**src/rtl/pipeline_pkg.sv**
```systemverilog
// Shared pipeline-control definitions.
//   - Forwarding select encodings for the execute-stage operand muxes.
//   - Scoreboard entry types: a tag {valid, rd, wEn} plus the load flag.
//   - REG_ZERO and a helper that decides whether a tag supplies a source.
package pipeline_pkg;

    localparam logic [1:0] FWD_REG   = 2'b00;
    localparam logic [1:0] FWD_EXMEM = 2'b01;
    localparam logic [1:0] FWD_MEMWB = 2'b10;

    localparam logic [4:0] REG_ZERO  = 5'd0;

    // Scoreboard stage indices, youngest first.
    localparam int SB_EX    = 0;
    localparam int SB_MEM   = 1;
    localparam int SB_WB    = 2;
    localparam int SB_DEPTH = 3;

    typedef struct packed {
        logic       valid;
        logic [4:0] rd;
        logic       wen;
    } sb_tag_t;

    typedef struct packed {
        sb_tag_t tag;
        logic    is_load;
    } sb_entry_t;

    // A tag supplies a source when it is a real, writing instruction whose
    // destination is a non-zero register equal to a source that is read.
    function automatic logic tag_matches(sb_tag_t t, logic use_src, logic [4:0] src);
        return t.valid && t.wen && (t.rd != REG_ZERO) && use_src && (t.rd == src);
    endfunction

endpackage

```
**src/rtl/hazard_scoreboard.sv**
```systemverilog
// Three-deep scoreboard of in-flight destination registers (EX, MEM, WB).
// Ports:
//   clock, reset           - clock and synchronous active-high reset
//   issue_entry            - entry entering EX this edge (bubble already applied)
//   src1/src2, use_src1/2  - decode-stage sources and their read flags
//   ex_is_load             - the EX entry is a valid load
//   match_src1/match_src2  - per-stage match of each source, index SB_EX..SB_WB
module hazard_scoreboard
    import pipeline_pkg::*;
(
    input  logic                clock,
    input  logic                reset,
    input  sb_entry_t           issue_entry,
    input  logic [4:0]          src1,
    input  logic [4:0]          src2,
    input  logic                use_src1,
    input  logic                use_src2,
    output logic                ex_is_load,
    output logic [SB_DEPTH-1:0] match_src1,
    output logic [SB_DEPTH-1:0] match_src2
);

    // The load flag only matters while the producer sits in EX; once it has
    // reached MEM its data is forwardable, so older stages keep just the tag.
    sb_tag_t [SB_DEPTH-1:0] tag_q;
    sb_tag_t [SB_DEPTH-1:0] tag_d;
    logic                   ex_is_load_q;
    logic                   ex_is_load_d;

    always_comb begin
        tag_d        = tag_q;
        tag_d[SB_EX] = issue_entry.tag;
        for (int i = 1; i < SB_DEPTH; i++) begin
            tag_d[i] = tag_q[i-1];
        end
        ex_is_load_d = issue_entry.tag.valid && issue_entry.is_load;
    end

    always_ff @(posedge clock) begin
        if (reset) begin
            tag_q        <= '0;
            ex_is_load_q <= 1'b0;
        end else begin
            tag_q        <= tag_d;
            ex_is_load_q <= ex_is_load_d;
        end
    end

    for (genvar gi = 0; gi < SB_DEPTH; gi++) begin : g_match
        assign match_src1[gi] = tag_matches(tag_q[gi], use_src1, src1);
        assign match_src2[gi] = tag_matches(tag_q[gi], use_src2, src2);
    end

    assign ex_is_load = ex_is_load_q;

endmodule

```
**src/rtl/hazard_control_unit.sv**
```systemverilog
// Pipeline hazard control: RAW stall detection, post-redirect flush
// sequencing, registered operand-forwarding selects and saturating
// performance counters.
// Ports:
//   clock, reset                  - clock and synchronous active-high reset
//   dec_*                         - instruction currently in decode
//   redirect                      - taken branch / jump changes the PC
//   STALL                         - hold fetch/decode, bubble into EX
//   DUMP                          - squash fetch/decode and decode/execute
//   fwd_A_sel, fwd_B_sel          - EX operand sources (FWD_* encoding)
//   stall_count, flush_count      - saturating STALL-cycle / redirect counts
// Parameters:
//   FORWARDING   - 1: stall only on load-use; 0: stall on any RAW in EX/MEM/WB
//   FLUSH_CYCLES - cycles DUMP stays high after a redirect (1..3)
//   CNT_BITS     - width of the performance counters
module hazard_control_unit
    import pipeline_pkg::*;
#(
    parameter int FORWARDING   = 1,
    parameter int FLUSH_CYCLES = 2,
    parameter int CNT_BITS     = 16
) (
    input  logic                clock,
    input  logic                reset,
    input  logic                dec_valid,
    input  logic [4:0]          dec_rs1,
    input  logic [4:0]          dec_rs2,
    input  logic                dec_use_rs1,
    input  logic                dec_use_rs2,
    input  logic [4:0]          dec_rd,
    input  logic                dec_wEn,
    input  logic                dec_is_load,
    input  logic                redirect,
    output logic                STALL,
    output logic                DUMP,
    output logic [1:0]          fwd_A_sel,
    output logic [1:0]          fwd_B_sel,
    output logic [CNT_BITS-1:0] stall_count,
    output logic [CNT_BITS-1:0] flush_count
);

    localparam logic [1:0]          FLUSH_LOAD = 2'(FLUSH_CYCLES);
    localparam logic [CNT_BITS-1:0] CNT_MAX    = '1;

    sb_entry_t           issue_entry;
    logic [SB_DEPTH-1:0] match_rs1;
    logic [SB_DEPTH-1:0] match_rs2;
    logic                ex_is_load;
    logic                load_use;
    logic                any_raw;
    logic                dump;
    logic                stall;

    logic [1:0]          flush_ctr_q, flush_ctr_d;
    logic [1:0]          fwd_a_q, fwd_a_d;
    logic [1:0]          fwd_b_q, fwd_b_d;
    logic [CNT_BITS-1:0] stall_count_q, stall_count_d;
    logic [CNT_BITS-1:0] flush_count_q, flush_count_d;

    hazard_scoreboard u_scoreboard (
        .clock       (clock),
        .reset       (reset),
        .issue_entry (issue_entry),
        .src1        (dec_rs1),
        .src2        (dec_rs2),
        .use_src1    (dec_use_rs1),
        .use_src2    (dec_use_rs2),
        .ex_is_load  (ex_is_load),
        .match_src1  (match_rs1),
        .match_src2  (match_rs2)
    );

    // The youngest producer wins: EX/MEM data is newer than MEM/WB data.
    function automatic logic [1:0] fwd_pick(logic ex_hit, logic mem_hit);
        if (ex_hit) begin
            return FWD_EXMEM;
        end
        if (mem_hit) begin
            return FWD_MEMWB;
        end
        return FWD_REG;
    endfunction

    always_comb begin
        dump     = (flush_ctr_q != 2'd0);
        load_use = ex_is_load && (match_rs1[SB_EX] || match_rs2[SB_EX]);
        any_raw  = (|match_rs1) || (|match_rs2);
        // A flush already discards the decode instruction, so it overrides STALL.
        stall    = dec_valid && !dump && ((FORWARDING != 0) ? load_use : any_raw);

        issue_entry = '0;
        if (dec_valid && !stall && !dump) begin
            issue_entry.tag.valid = 1'b1;
            issue_entry.tag.rd    = dec_rd;
            issue_entry.tag.wen   = dec_wEn;
            issue_entry.is_load   = dec_is_load;
        end

        fwd_a_d = FWD_REG;
        fwd_b_d = FWD_REG;
        if ((FORWARDING != 0) && issue_entry.tag.valid) begin
            fwd_a_d = fwd_pick(match_rs1[SB_EX], match_rs1[SB_MEM]);
            fwd_b_d = fwd_pick(match_rs2[SB_EX], match_rs2[SB_MEM]);
        end

        // A redirect during a flush restarts the full flush window.
        flush_ctr_d = flush_ctr_q;
        if (redirect) begin
            flush_ctr_d = FLUSH_LOAD;
        end else if (flush_ctr_q != 2'd0) begin
            flush_ctr_d = flush_ctr_q - 2'd1;
        end

        stall_count_d = stall_count_q;
        if (stall && (stall_count_q != CNT_MAX)) begin
            stall_count_d = stall_count_q + 1'b1;
        end

        flush_count_d = flush_count_q;
        if (redirect && (flush_count_q != CNT_MAX)) begin
            flush_count_d = flush_count_q + 1'b1;
        end
    end

    always_ff @(posedge clock) begin
        if (reset) begin
            flush_ctr_q   <= 2'd0;
            fwd_a_q       <= FWD_REG;
            fwd_b_q       <= FWD_REG;
            stall_count_q <= '0;
            flush_count_q <= '0;
        end else begin
            flush_ctr_q   <= flush_ctr_d;
            fwd_a_q       <= fwd_a_d;
            fwd_b_q       <= fwd_b_d;
            stall_count_q <= stall_count_d;
            flush_count_q <= flush_count_d;
        end
    end

    assign STALL       = stall;
    assign DUMP        = dump;
    assign fwd_A_sel   = fwd_a_q;
    assign fwd_B_sel   = fwd_b_q;
    assign stall_count = stall_count_q;
    assign flush_count = flush_count_q;

endmodule

```
**config.mk**
```make
export PLATFORM = sky130hd
export DESIGN_NAME = hazard_control_unit
export DESIGN_NICKNAME = d
export VERILOG_FILES = /design/src/rtl/pipeline_pkg.sv /design/src/rtl/hazard_scoreboard.sv /design/src/rtl/hazard_control_unit.sv
export SDC_FILE = /design/constraint.sdc
export NUM_CORES = 1
export LEC_CHECK = 0
export CAP_MARGIN = 20
export CORE_UTILIZATION = 35
export CTS_CLUSTER_DIAMETER = 60
export DETAILED_ROUTE_END_ITERATION = 6
export PLACE_DENSITY = 0.64
export SLEW_MARGIN = 20
export SYNTH_ARGS = -nofsm -noshare
export SYNTH_HDL_FRONTEND = slang
export SYNTH_SLANG_ARGS = --single-unit
```
**constraint.sdc**
```tcl
create_clock -name clock -period 1.8 [get_ports clock]
set_input_delay 0.36 -clock clock [delete_from_list [all_inputs] [get_ports clock]]
set_output_delay 0.36 -clock clock [all_outputs]
set_load 0.03 [all_outputs]
```
==> results.sh, run 1 <==
export IMPL_status="complete, but fails checks"
export IMPL_violations="negative setup slack"
export IMPL_place_congestion=0.811
export IMPL_arrival_ps=1790
export IMPL_rsz0062_at_grt="yes"
export IMPL_initial_core_util=0.362
export IMPL_grt_pass1_vias=2113
export IMPL_gr_total_overflow=0
export IMPL_end_kind="output pin"
export IMPL_crit_fanout=2
export IMPL_fp_row_count=30
export IMPL_relSlewSlack=0.785
export IMPL_firstDrtPassIters=4
export IMPL_yosysTopAreaCellShare=0.434
export IMPL_fp_dieW_um=85.6
export IMPL_crit_path_start_kind="flop"
export IMPL_nets=409
export IMPL_num_vias=2334
export IMPL_cts_root_buf="clkbuf_8"
export IMPL_whs_ps=488
export IMPL_leakage_nw=1.75
export IMPL_synthTopCellsByArea="dfxtp_1 (43%), xor2_1 (7.9%), nor2_1 (4.0%)"
export IMPL_final_max_slew_viol_count=0
export IMPL_synth_area_leader_cell="dfxtp_1"
export IMPL_cap_violations=0
export IMPL_core_sq_um=6760
export IMPL_io_pins=61
export IMPL_diodes=0
export IMPL_mostFrequentLayoutCell="dfxtp_1"
export IMPL_netlist_instances=277
export IMPL_fmaxAchievable_ghz=0.466
export IMPL_fin_ws_ps=-348
export IMPL_ant_nets=0
export IMPL_synthesis_nets=302
export IMPL_hold_class="reg2reg"
export IMPL_fp_dieH_um=85.6
export IMPL_grt_pass1_wl_um=9420
export IMPL_die_area_sq_um=7330
export IMPL_drc_errors=0
export IMPL_cp_startpoint="u_scoreboard.tag_d[9]"
export IMPL_grt_usage=0.160
export IMPL_dp_hpwl_um=4300
export IMPL_ys_seq_elements=53
export IMPL_synth_ff_type="dfxtp_1"
export IMPL_ys_async_sr_fraction=0
export IMPL_r2r_start="u_scoreboard.tag_d[10]"
export IMPL_path_class="reg2out"
export IMPL_setup_viol=24
export IMPL_first_iter_violations=53
export IMPL_period_minus_slack_ps=2150
export IMPL_areaGrowthSynthToFinish_pct=53.0
export IMPL_htree_levels=2
export IMPL_cts_hold_buf=0
export IMPL_min_from="u_scoreboard.tag_d[13]"
export IMPL_stdcell_area_sq_um=3740
export IMPL_drt_vias_per_instance=5.02
export IMPL_cts_tree="yes"
export IMPL_cts_buffers_inserted=5
export IMPL_clock_skew_ps=6.14
export IMPL_vdd_drop_max_uv=304
export IMPL_portBuffers=60
export IMPL_worst_pin_slew_ps=322
export IMPL_drive_gt1_frac=0.252
export IMPL_ys_seq_area_frac=0.434
export IMPL_clk_latency_ps=300
export IMPL_wl_per_cell_um=12.8
export IMPL_layout_common_cells="dfxtp_1 (47), buf_4 (42), nor2_1 (26), clkdlybuf4s50_1 (26), xor2_1 (22)"
export IMPL_power_mw=2.09
export IMPL_ys_warnings_count=0
export IMPL_synth_edff_count=0
export IMPL_fin_util=0.554
export IMPL_finalCritPeriodShare=1.19
export IMPL_dp_slack_ps=-684
export IMPL_p_per_area_nw_per_um2=560
export IMPL_antenna_found_initial=0
export IMPL_cts_sinks=53
export IMPL_ys_types=43
export IMPL_clk_pin_slew_worst_paths_ps=90
export IMPL_netlist_area_sq_um=2450
export IMPL_clockBufferDepth=2
export IMPL_final_hold_viol_count=0
export IMPL_place_area_sq_um=3420
export IMPL_grt_max_degree=43
export IMPL_worstPathRequired_ps=1440
export IMPL_drt_total_wl_um=5950
export IMPL_avgSynthCellArea_sq_um=8.83
-- logic make-up after synthesis --
kind of cell / synth area share
multiplexers: 0.0128
adder cells (fa/ha/maj): 0.0102
flip-flops: 0.434
buffers and inverters: 0.0307
AND/OR/NAND/NOR: 0.288
XOR/XNOR: 0.111
AO/OA/AOI/OAI: 0.113
-- cells in the mapped netlist, types with 2 or more instances --
cell and instances:
nand2_1 15, nor3b_1 2, clkbuf_1 6, nand3_1 17, a311oi_1 2, o21ai_1 9, xnor2_1 9, o211ai_1 2
nor2_1 26, mux2i_1 2, nor4_1 6, inv_1 4, xor2_1 22, nand2b_1 2, nand4_1 11, dfxtp_1 53
buf_4 2, and2_1 8, and3_1 7, a21oi_1 16, o21a_1 2, o21ai_0 3, or4_1 3, or3_1 12
and4_1 2, nor2b_1 8, nor3_1 8, buf_6 2, ha_1 2
-- metal layers --
layer	vias up	routed length, um	global-route usage
met5	-	0	0
met4	0	64	0.0364
met3	6	181	0.0327
met2	39	2900	0.280
met1	1091	2800	0.202
li1	1198	-	-
-- worst paths after layout --
path / end / slack (ps) / depth (start not counted)
min: u_scoreboard.tag_d[20] / 490 / 1
max reg2reg: stall_count[4] / -270 / 9
min reg2reg: u_scoreboard.tag_d[20] / 490 / 1
max: STALL / -350 / 6
-- cell type report --
cell class	instances	area (sq um)
fillers	622	3010
multi-input cells	210	1430
flip-flops and latches	53	1070
repair buffers	110	1030
well taps	80	100
clock buffers	5	68.8
clock inverters	3	22.5
inverters	4	15.0
-- critical path, cell delays in order, from the launching register on --
cell and delay [ps]:
dfxtp_1 320, or4_4 530, o211ai_1 250, nor2_2 100, o21ai_4 70, inv_1 70
buf_6 140
-- metrics by stage --
stage                     TNS, ps  instances
after floorplan             -53.7        277
after global placement     -12680        449
after detailed placement   -14380        449
after CTS                   -5510        462
after global routing        -6140        465
final                       -4450        465
-- registers in the layout, indices dropped and copies added (netlist names) --
name,cells
fwd_A_sel,2
u_scoreboard.tag_d,14
flush_ctr_q,2
flush_count,16
stall_count,16
u_scoreboard.ex_is_load,1
fwd_B_sel,2
-- power by group --
| group | switching (mW) | internal, mW | total [mW] |
|---|---|---|---|
| clock | 0.402 | 0.274 | 0.675 |
| sequential | 0.0164 | 1.19 | 1.21 |
| combinational | 0.0920 | 0.121 | 0.213 |
-- repair_timing --
item | CTS | global route
setup endpoints to repair | 37 | 41
buffers inserted | 4 | 3
pin swaps | 14 | 36
gates resized for setup | 29 | 47
cloned | 1 | 0
Note: power is estimated with default switching activity, not from simulation.
==> run 2: changes to the inputs <==
Settings changed: PLACE_DENSITY 0.64 to 0.62, SYNTH_HIERARCHICAL set to 1.
==> run 2 against run 1 <==
Effect of this change: the flow still finishes with violations (negative setup slack); design area grew 13%; hold slack lost 19 ps; register-to-register slack worse by 420 ps; critical path depth grew 3; sequential share of layout area fell by 3.1 points; sequential cell count stayed put; combinational power up 15%; global-route usage increased by 3.6 points; first-iteration DRC count up 110%; largest cell class unchanged; largest power group unchanged; highest routed layer unchanged.
==> results.sh, run 2 <==
export IMPL_arrival_ps=2690
export IMPL_cts_hold_buf=0
export IMPL_p_per_area_nw_per_um2=539
export IMPL_core_sq_um=7250
export IMPL_clk_latency_ps=300
export IMPL_dp_cells=495
export IMPL_fp_row_count=31
export IMPL_wl_per_cell_um=14.3
export IMPL_first_iter_violations=110
export IMPL_grt_usage=0.196
export IMPL_slowest_stage="or4_4"
export IMPL_cap_violations=0
export IMPL_leakage_nw=1.87
export IMPL_drt_total_wl_um=7420
export IMPL_die_area_sq_um=7860
export IMPL_synthesis_nets=321
export IMPL_final_max_slew_viol_count=0
export IMPL_power_frac_comb=0.107
export IMPL_cts_root_buf="clkbuf_8"
export IMPL_end_kind="flop"
export IMPL_drive_gt1_frac=0.321
export IMPL_place_congestion=0.883
export IMPL_ys_warnings_count=6
export IMPL_layout_common_cells="buf_4 (56), dfxtp_1 (46), dlygate4sd2_1 (25)"
export IMPL_fin_ws_ps=-692
export IMPL_netlist_instances=296
export IMPL_mostFrequentLayoutCell="buf_4"
export IMPL_io_pins=61
export IMPL_fp_dieW_um=88.6
export IMPL_portBuffers=60
export IMPL_relSlewSlack=0.578
export IMPL_cts_sinks=53
export IMPL_clock_skew_ps=11.4
export IMPL_nets=444
export IMPL_final_hold_viol_count=0
export IMPL_ant_nets=0
export IMPL_crit_buf_inv=2
export IMPL_drc_errors=0
export IMPL_grt_pass1_wl_um=12000
export IMPL_netlist_area_sq_um=2630
export IMPL_htree_levels=2
export IMPL_n_fill_cell=654
export IMPL_worstPathRequired_ps=2000
export IMPL_cts_buffers_inserted=5
export IMPL_cpMostUsedCell="nor4_4"
export IMPL_avgSynthCellArea_sq_um=8.88
export IMPL_grt_max_degree=31
export IMPL_status="complete, but fails checks"
export IMPL_firstDrtPassIters=4
export IMPL_dp_hpwl_um=5090
export IMPL_diodes=0
export IMPL_internal_power_mw=1.77
export IMPL_cp_slowest_stage_delay_ps=610
export IMPL_fmaxAchievable_ghz=0.401
export IMPL_drt_vias_per_instance=5.17
export IMPL_pwr_share_clk=0.365
export IMPL_crit_fanout=7
export IMPL_final_cells=519
export IMPL_rsz0062_at_grt="yes"
export IMPL_path_delay_family="simple AND/OR/NAND/NOR gates"
export IMPL_period_minus_slack_ps=2490
export IMPL_violations="negative setup slack"
export IMPL_clockBufferDepth=2
export IMPL_fin_util=0.584
export IMPL_antenna_found_initial=0
export IMPL_whs_ps=469
export IMPL_p_seq_frac=0.527
export IMPL_crit_path_start_kind="flop"
export IMPL_setup_viol=29
export IMPL_clk_pin_slew_worst_paths_ps=90
export IMPL_areaGrowthSynthToFinish_pct=61.2
export IMPL_num_vias=2682
export IMPL_initial_core_util=0.362
export IMPL_vdd_drop_max_uv=320
export IMPL_gr_total_overflow=0
export IMPL_grt_pass1_vias=2600
export IMPL_cts_tree="yes"
export IMPL_switching_power_mw=0.509
export IMPL_worst_pin_slew_ps=633
export IMPL_hold_class="reg2reg"
export IMPL_crit_chain="buf_6, xnor2_2, nand4_1, nor4_4, buf_4, o21ai_4, or4_4, nor4_4, mux2_4"
export IMPL_fp_dieH_um=88.6
export IMPL_finalCritPeriodShare=1.38
export IMPL_path_class="reg2reg"
export IMPL_p_sw_frac=0.223
[run 2: metrics by stage]
stage	setup WS, ps	setup TNS [ps]	area, sq um	power, mW
floorplan	-427	-3480	2710	1.35
global placement	-1010	-18540	3730	1.47
detailed placement	-1090	-19580	3730	1.47
CTS	-701	-12390	4100	2.31
global route	-790	-15600	4240	2.38
finish	-692	-12810	4240	2.28
[run 2: metal layers]
| layer | wire length, um | GRT usage |
|---|---|---|
| met5 | 0 | 0 |
| met2 | 3660 | 0.334 |
| met1 | 3340 | 0.253 |
| met4 | 123 | 0.0630 |
| met3 | 300 | 0.0299 |
[run 2: cell type report]
type	instances	area, sq um	share of cell area
multi-input cells	225	1760	0.415
repair buffers	126	1130	0.266
flip-flops and latches	53	1080	0.254
well taps	99	124	0.0292
clock buffers	7	86.3	0.0204
inverters	8	32.5	0.00768
clock inverters	1	30.0	0.00709
[run 2: worst paths after layout]
kind | to | depth (start not counted) | from | slack, ps
worst max register to register | stall_count[15] | 9 | u_scoreboard/tag_d[10] | -690
worst min register to register | u_scoreboard/tag_d[14] | 1 | u_scoreboard/tag_d[7] | 470
worst max-delay path | stall_count[15] | 9 | u_scoreboard/tag_d[10] | -690
worst min-delay path | u_scoreboard/tag_d[14] | 1 | u_scoreboard/tag_d[7] | 470
[run 2: what timing repair did]
item / 4_1_cts / 5_1_grt
gates resized for setup: 63 / 35
setup buffers: 11 / 6
cloned: 0 / 0
pin swaps: 15 / 14
setup endpoints to repair: 46 / 53
endpoints found under the hold margin: 0 / 0
[run 2: power by group through the flow]
stage,Combinational [mW],Clock [mW],Sequential (mW)
after global placement,0.232,0,1.23
final,0.245,0.834,1.20
after detailed placement,0.234,0,1.23
after CTS,0.245,0.857,1.20
after global routing,0.263,0.909,1.21
after floorplan,0.114,0,1.24
==> run 3: changes to the inputs <==
Settings changed: CAP_MARGIN 20 to unset, CORE_UTILIZATION 35 to 46, MAX_ROUTING_LAYER set to met4, PLACE_DENSITY 0.62 to 0.78.
==> run 3 against run 2 <==
Effect of this change: critical endpoint is now stall_count[7]; first-iteration DRC count is 22% higher; sequential cell count stayed put; register-to-register slack better by 60 ps; die area is 23% lower; cell count is 6.9% lower; sequential power hardly changed; maximum frequency is 2.3% higher; the run still ends with negative setup slack left; via count is 3.7% higher; clock power is 22% lower.
==> results.sh, run 3 (synthesis gave the netlist of run 2 again) <==
export IMPL_diodes=0
export IMPL_crit_fanout=7
export IMPL_firstDrtPassIters=4
export IMPL_cts_buffers_inserted=5
export IMPL_switching_power_mw=0.519
export IMPL_drt_vias_per_instance=5.76
export IMPL_cpMostUsedCell="or4_4"
export IMPL_cts_sinks=53
export IMPL_slowest_stage="or4_4"
export IMPL_fin_ws_ps=-635
export IMPL_end_kind="flop"
export IMPL_setup_viol=29
export IMPL_clk_pin_slew_worst_paths_ps=90
export IMPL_initial_core_util=0.477
export IMPL_drc_errors=0
export IMPL_place_area_sq_um=3650
export IMPL_cap_violations=0
export IMPL_dp_slack_ps=-1090
export IMPL_antenna_found_initial=0
export IMPL_leakage_nw=1.85
export IMPL_gr_total_overflow=0
export IMPL_crit_buf_inv=1
export IMPL_wl_per_cell_um=16.1
export IMPL_htree_levels=2
export IMPL_period_minus_slack_ps=2440
export IMPL_drt_total_wl_um=7770
export IMPL_arrival_ps=2670
export IMPL_layout_common_cells="dfxtp_1 (48), buf_4 (48), clkdlybuf4s50_1 (21)"
export IMPL_grt_pass1_wl_um=12100
export IMPL_p_sw_frac=0.244
export IMPL_internal_power_mw=1.61
export IMPL_finalSetupTns_ps=-12170
export IMPL_grt_pass1_vias=2642
export IMPL_clock_skew_ps=7.07
export IMPL_fmaxAchievable_ghz=0.411
export IMPL_pwr_share_clk=0.307
export IMPL_final_hold_viol_count=0
export IMPL_crit_chain="xnor2_1, nand4_1, nor4_4, buf_4, o21ai_4, or4_4, or4_4, a21oi_2"
export IMPL_io_pins=61
export IMPL_portBuffers=60
export IMPL_crit_path_start_kind="flop"
export IMPL_drive_gt1_frac=0.314
export IMPL_relSlewSlack=0.560
export IMPL_power_mw=2.12
export IMPL_worst_pin_slew_ps=659
export IMPL_vdd_drop_max_uv=315
export IMPL_status="complete, but fails checks"
export IMPL_p_seq_frac=0.568
export IMPL_p_per_area_nw_per_um2=509
export IMPL_num_vias=2781
export IMPL_stdcell_area_sq_um=4170
export IMPL_cts_root_buf="clkbuf_8"
export IMPL_hold_class="reg2reg"
export IMPL_worstPathRequired_ps=2040
export IMPL_dp_hpwl_um=4850
export IMPL_nets=435
export IMPL_areaGrowthSynthToFinish_pct=58.7
export IMPL_violations="negative setup slack"
export IMPL_die_area_sq_um=6020
export IMPL_finalCritPeriodShare=1.35
export IMPL_core_sq_um=5510
export IMPL_fp_dieH_um=77.6
export IMPL_power_frac_comb=0.125
export IMPL_grt_max_degree=28
export IMPL_clockBufferDepth=2
export IMPL_fp_dieW_um=77.6
export IMPL_fp_row_count=27
export IMPL_first_iter_violations=134
export IMPL_ant_nets=0
export IMPL_grt_usage=0.256
export IMPL_cts_tree="yes"
export IMPL_final_max_slew_viol_count=0
export IMPL_clk_latency_ps=300
export IMPL_cp_slowest_stage_delay_ps=490
export IMPL_place_congestion=0.853
export IMPL_path_delay_family="simple AND/OR/NAND/NOR gates"
export IMPL_rsz0062_at_grt="yes"
export IMPL_path_class="reg2reg"
export IMPL_fin_util=0.757
run 3: area by class of cell:
cell class / count / area, sq um
clock buffer: 7 / 76.3
clock inverter: 1 / 7.51
fill: 366 / 1340
inverter: 8 / 32.5
multi-input combinational: 225 / 1810
sequential: 53 / 1070
tap: 72 / 90.1
timing repair buffer: 117 / 1080
run 3: final timing paths:
kind	slack, ps	endpoint	start	cells past startpoint
worst max-delay path	-640	stall_count[7]	u_scoreboard/tag_d[10]	8
worst min-delay path	490	u_scoreboard/tag_d[20]	u_scoreboard/tag_d[13]	1
worst min register to register	490	u_scoreboard/tag_d[20]	u_scoreboard/tag_d[13]	1
worst max register to register	-640	stall_count[7]	u_scoreboard/tag_d[10]	8
run 3: power by group through the flow:
stage          registers, mW  clock network [mW]  logic [mW]
3_3_place_gp            1.23                   0       0.232
3_5_place_dp            1.23                   0       0.238
5_1_grt                 1.21               0.724       0.279
2_1_floorplan           1.24                   0       0.114
6_report                1.21               0.653       0.265
4_1_cts                 1.21               0.658       0.253
run 3: metrics by stage:
stage,hold slack [ps],std cells
final,491,483
after global routing,504,483
after CTS,476,480
after detailed placement,464,462
after global placement,447,462
after floorplan,437,296
run 3: what timing repair did:
| action | 4_1_cts | 5_1_grt |
|---|---|---|
| resized for setup | 54 | 46 |
| endpoints found under the setup margin | 39 | 49 |
| buffers inserted | 11 | 3 |
| hold buffers | 0 | 0 |
| pin swaps | 27 | 7 |
run 3: per-layer routing:
layer	up-vias	track usage	share of wire
met2	79	0.452	0.52
met3	11	0.0482	0.048
li1	1332	-	-
met4	0	0.0887	0.012
met1	1359	0.289	0.42
met5	-	-	0
run 3: worst register-to-register path: cells and delay by family, from the launching register on:
kind / cells / cell delay, ps
buffers and inverters: 1 / 170
xor gates and xnor gates: 1 / 240
and+or+nand+nor: 4 / 1390
DFF: 1 / 360
AOI/OAI and AO/OA: 2 / 210
